`config.mk`:
```
export PLATFORM = sky130hd
export DESIGN_NAME = mem_arbiter
export DESIGN_NICKNAME = d
export VERILOG_FILES = /design/src/rtl/mem_arbiter.sv
export SDC_FILE = /design/constraint.sdc
export NUM_CORES = 1
export LEC_CHECK = 0
export CAP_MARGIN = 20
export CORE_AREA = 2 2 104 106
export DETAILED_ROUTE_END_ITERATION = 10
export DIE_AREA = 0 0 106 108
export HOLD_SLACK_MARGIN = 0.15
export PLACE_DENSITY = 0.9
export SLEW_MARGIN = 5
export SYNTH_ARGS = -nofsm -noshare
export SYNTH_HDL_FRONTEND = slang
export SYNTH_SLANG_ARGS = --single-unit
```
`constraint.sdc`:
```
create_clock -name clk -period 3.1 [get_ports clk]
set_input_delay 0.62 -clock clk [delete_from_list [all_inputs] [get_ports clk]]
set_output_delay 0.62 -clock clk [all_outputs]
set_load 0.01 [all_outputs]
```
`src/rtl/mem_arbiter.sv`:
```
// mem_arbiter: shares one single-port memory between fetch (I) and data (D) ports, one transaction at a time.
// Define ARB_ROUND_ROBIN_EN for round-robin arbitration; the default build gives D fixed priority.
module mem_arbiter #(
  parameter int LAT = 1
) (
  input  logic        clk,
  input  logic        rst,
  input  logic        global_en,
  input  logic        i_req,
  input  logic [31:0] i_addr,
  output logic        i_gnt,
  output logic        i_rvalid,
  output logic [31:0] i_rdata,
  input  logic        d_req,
  input  logic        d_we,
  input  logic [31:0] d_addr,
  input  logic [31:0] d_wdata,
  output logic        d_gnt,
  output logic        d_rvalid,
  output logic [31:0] d_rdata,
  output logic        mem_en,
  output logic        mem_we,
  output logic [31:0] mem_addr,
  output logic [31:0] mem_wdata,
  input  logic [31:0] mem_rdata
);
  typedef enum logic [1:0] {IDLE, WAIT, RESP} state_t;
  state_t state, state_nx;
  logic [1:0] cnt, cnt_nx;
  logic own_d, pick_d, go, resp;
  assign go = global_en & ~rst & (state == IDLE) & (i_req | d_req);
`ifdef ARB_ROUND_ROBIN_EN
  logic last_d;
  assign pick_d = d_req & (~i_req | ~last_d);
  always_ff @(posedge clk or posedge rst)
    if (rst) last_d <= 1'b1;
    else if (go) last_d <= pick_d;
`else
  assign pick_d = d_req;
`endif
  assign i_gnt = go & ~pick_d;
  assign d_gnt = go & pick_d;
  assign mem_en = go;
  assign mem_we = d_gnt & d_we;
  assign mem_addr = i_gnt ? i_addr : d_gnt ? d_addr : '0;
  assign mem_wdata = d_gnt ? d_wdata : '0;
  assign resp = global_en & ~rst & (state == RESP);
  assign i_rvalid = resp & ~own_d;
  assign d_rvalid = resp & own_d;
  always_comb begin
    state_nx = state;
    cnt_nx = cnt;
    if (global_en)
      case (state)
        IDLE: if (go) begin
          state_nx = mem_we ? RESP : WAIT;
          cnt_nx = 2'(LAT - 1);
        end
        WAIT: begin
          state_nx = cnt == 2'd0 ? RESP : WAIT;
          cnt_nx = cnt == 2'd0 ? 2'd0 : cnt - 2'd1;
        end
        default: state_nx = IDLE;
      endcase
  end
  always_ff @(posedge clk or posedge rst)
    if (rst) begin
      state <= IDLE;
      cnt <= 2'd0;
      own_d <= 1'b0;
      i_rdata <= '0;
      d_rdata <= '0;
    end else if (global_en) begin
      state <= state_nx;
      cnt <= cnt_nx;
      if (go) own_d <= pick_d;
      if (state == WAIT && cnt == 2'd0) begin
        if (own_d) d_rdata <= mem_rdata;
        else i_rdata <= mem_rdata;
      end
    end
endmodule

```
==> impl_metrics.tcl <==
set metrics [dict create \
    synth_ff_type "dfrtp_1" \
    globalRouteTotalUtil_pct 20.48 \
    place_congestion 0.8544 \
    viasPerCell 4.874 \
    grt_pass1_wl_um 18210 \
    ys_seq_elements 69 \
    hp-class "register to register" \
    critical_path_class "input pin to output port" \
    core-area_um2 10230 \
    drive_gt1_share_pct 20.42 \
    io_pins 268 \
    firstDrtPassIters 4 \
    r2r-end "d_rdata[8]" \
    clk_pin_slew_worst_paths_ps 70 \
    synthArstFlopShare_pct 100.0 \
    crit_path_end_kind "output port" \
    ys_seq_area_share_pct 51.38 \
    hold_buffers 0 \
    synth_top_area_cell "dfrtp_1" \
    r2r_slack_ps 1460 \
    nets 659 \
    dp_hpwl_um 9466 \
    maxCapViolations 0 \
    h-tree-depth 3 \
    wl_per_cell_um 18.99 \
    worst_slew_pin_slew_ps 727.3 \
    synth_edf_count 0 \
    synth_area_leaders "dfrtp_1 (51%), mux2_2 (20%), a22o_1 (7.3%), and3_1 (5.2%), buf_12 (2.4%)" \
    grt_max_degree 38 \
    final_max_slew_viol_count 0 \
    holdWs_ps 505.0 \
    final_hold_viol_count 0 \
    area_growth_pct 94.19 \
    synth.most_common_cell "dfrtp_1" \
    synth_nets 387 \
    status "finished, final reports clean" \
    fin_worst_skew_ps 8.332 \
    gr-total-overflow 0 \
    reg2regPathDepth 4 \
    rows 37 \
    slew-limit-headroom_pct 51.44 \
    io_buffers 267 \
    initial_core_util_pct 32.85 \
    worstSkewPairLatency_ps 340 \
    die_x_um 106 \
    crit_arrival_ps 2400 \
    cts.sink_count 69 \
    cts_tree "done" \
    crit_end "mem_wdata[27]" \
    drc 0 \
    root_buffer "clkbuf_8" \
    post-route-period-util_pct 97.44 \
    regToRegStartpoint "state[0]" \
    cp.required_ps 2480 \
    antenna_found_initial 1 \
    syn_inst 253 \
    die_h_um 108 \
    fin_tns_setup_ps 0 \
    syn_area_um2 3361 \
    crit_path_start "global_en" \
    synthTopCellsByCount "dfrtp_1 (69), mux2_2 (60), a22o_1 (28), and3_1 (28), buf_4 (8)" \
    first_iter_violations 96 \
    cts_buffer_depth 2 \
    ir_drop_mv 0.5351 \
    yosysWarnings 0 \
    cts_buffers 9 \
    setup_viol 0 \
    layout_min_cycle_time_ps 3021 \
    dieArea_um2 11450 \
    drtAntennaViolNets 0 \
    ys_types 32 \
    p_per_area_nw_per_um2 708.1 \
    first_global_vias 3403 \
    synth_top_area_share_pct 51.38 \
    path_max_fanout 18 \
    wl_um 12650 \
    vias 3246 \
    max_freq_ghz 0.3310 \
    syn_avg_cell_area_um2 13.28 \
    startpoint_type "input pin" \
    leakage_nw 3.668 \
]
worst max-delay path, stage by stage:
cell	delay, ps
clkdlybuf4s50_1	500
nor4b_4	250
buf_4	200
buf_12	140
and3_1	160
clkdlybuf4s50_1	530
cells in the final DEF, fill, tap and decap left out, drive strengths merged, types with 3 or more instances in the layout:
master,instances
and3,32
buf,15
nor2,3
inv,4
clkbuf,11
dlymetal6s2s,50
dfrtp,69
a22o,32
clkdlybuf4s50,202
o21ai,4
mux2,64
dlygate4sd2,15
registers in the layout, summed over array words and instances (netlist names):
signal / cells
d_rdata: 32
i_rdata: 32
state: 2
cnt: 2
own_d: 1
cells by family (layout without fill, tap and decap cells):
| family | count (synthesis) | after routing | synth area share, % |
|---|---|---|---|
| AND/OR/NAND/NOR | 49 | 49 | 9.978 |
| flip-flops | 69 | 69 | 51.38 |
| other | 0 | 1 | 0 |
| buffers and inverters | 26 | 302 | 6.292 |
| AO/OA/AOI/OAI | 45 | 45 | 10.91 |
| multiplexers | 64 | 64 | 21.44 |
layer usage:
layer	routed length (um)	global-route usage, %	up-vias
li1	-	-	1477
met1	4552	21.78	1614
met2	6751	38.80	146
met3	1177	7.595	9
met4	165	4.323	0
met5	0	0	-
what timing repair did:
item	in CTS	in global routing
setup buffers	0	3
setup endpoints to repair	35	51
cloned	0	2
resized for setup	16	53
hold endpoints to repair	0	0
stage by stage:
| step | worst slack, ps | std cells | power [mW] | instance area [um^2] | util [%] |
|---|---|---|---|---|---|
| 2_1_floorplan | 740.1 | 253 | 2.571 | 3361 | - |
| 3_3_place_gp | 6.505 | 645 | 3.816 | 6143 | 60.05 |
| 3_5_place_dp | -20.90 | 645 | 3.929 | 6143 | 60.05 |
| 4_1_cts | -22.77 | 660 | 4.655 | 6314 | 61.71 |
| 5_1_grt | -0.9892 | 666 | 4.884 | 6526 | 63.79 |
| 6_report | 79.21 | 666 | 4.621 | 6526 | 63.79 |
worst min-delay path by stage:
stage	from	endpoint	slack (ps)	cells past startpoint
final	i_rdata[23]	i_rdata[23]	510	1
after floorplan	cnt[0]	cnt[0]	490	1
after global placement	d_rdata[13]	d_rdata[13]	470	1
after CTS	d_rdata[24]	d_rdata[24]	510	1
after detailed placement	d_rdata[24]	d_rdata[24]	490	1
after global routing	i_rdata[23]	i_rdata[23]	520	1
power by group:
part           switching [mW]  internal [mW]
Sequential              0.266           1.34
Combinational           0.843           1.45
Clock                   0.348          0.367
Total                    1.46           3.16
layout make-up:
class / count / area, um^2
Inverter: 3 / 11.26
Antenna cell: 1 / 2.502
Sequential cell: 69 / 1727
Fill cell: 781 / 3705
Clock buffer: 9 / 123.9
Clock inverter: 6 / 63.81
Tap cell: 136 / 170.2
Multi-Input combinational cell: 158 / 1424
Timing Repair Buffer: 284 / 3004
Power figures use the tool's default switching activity.
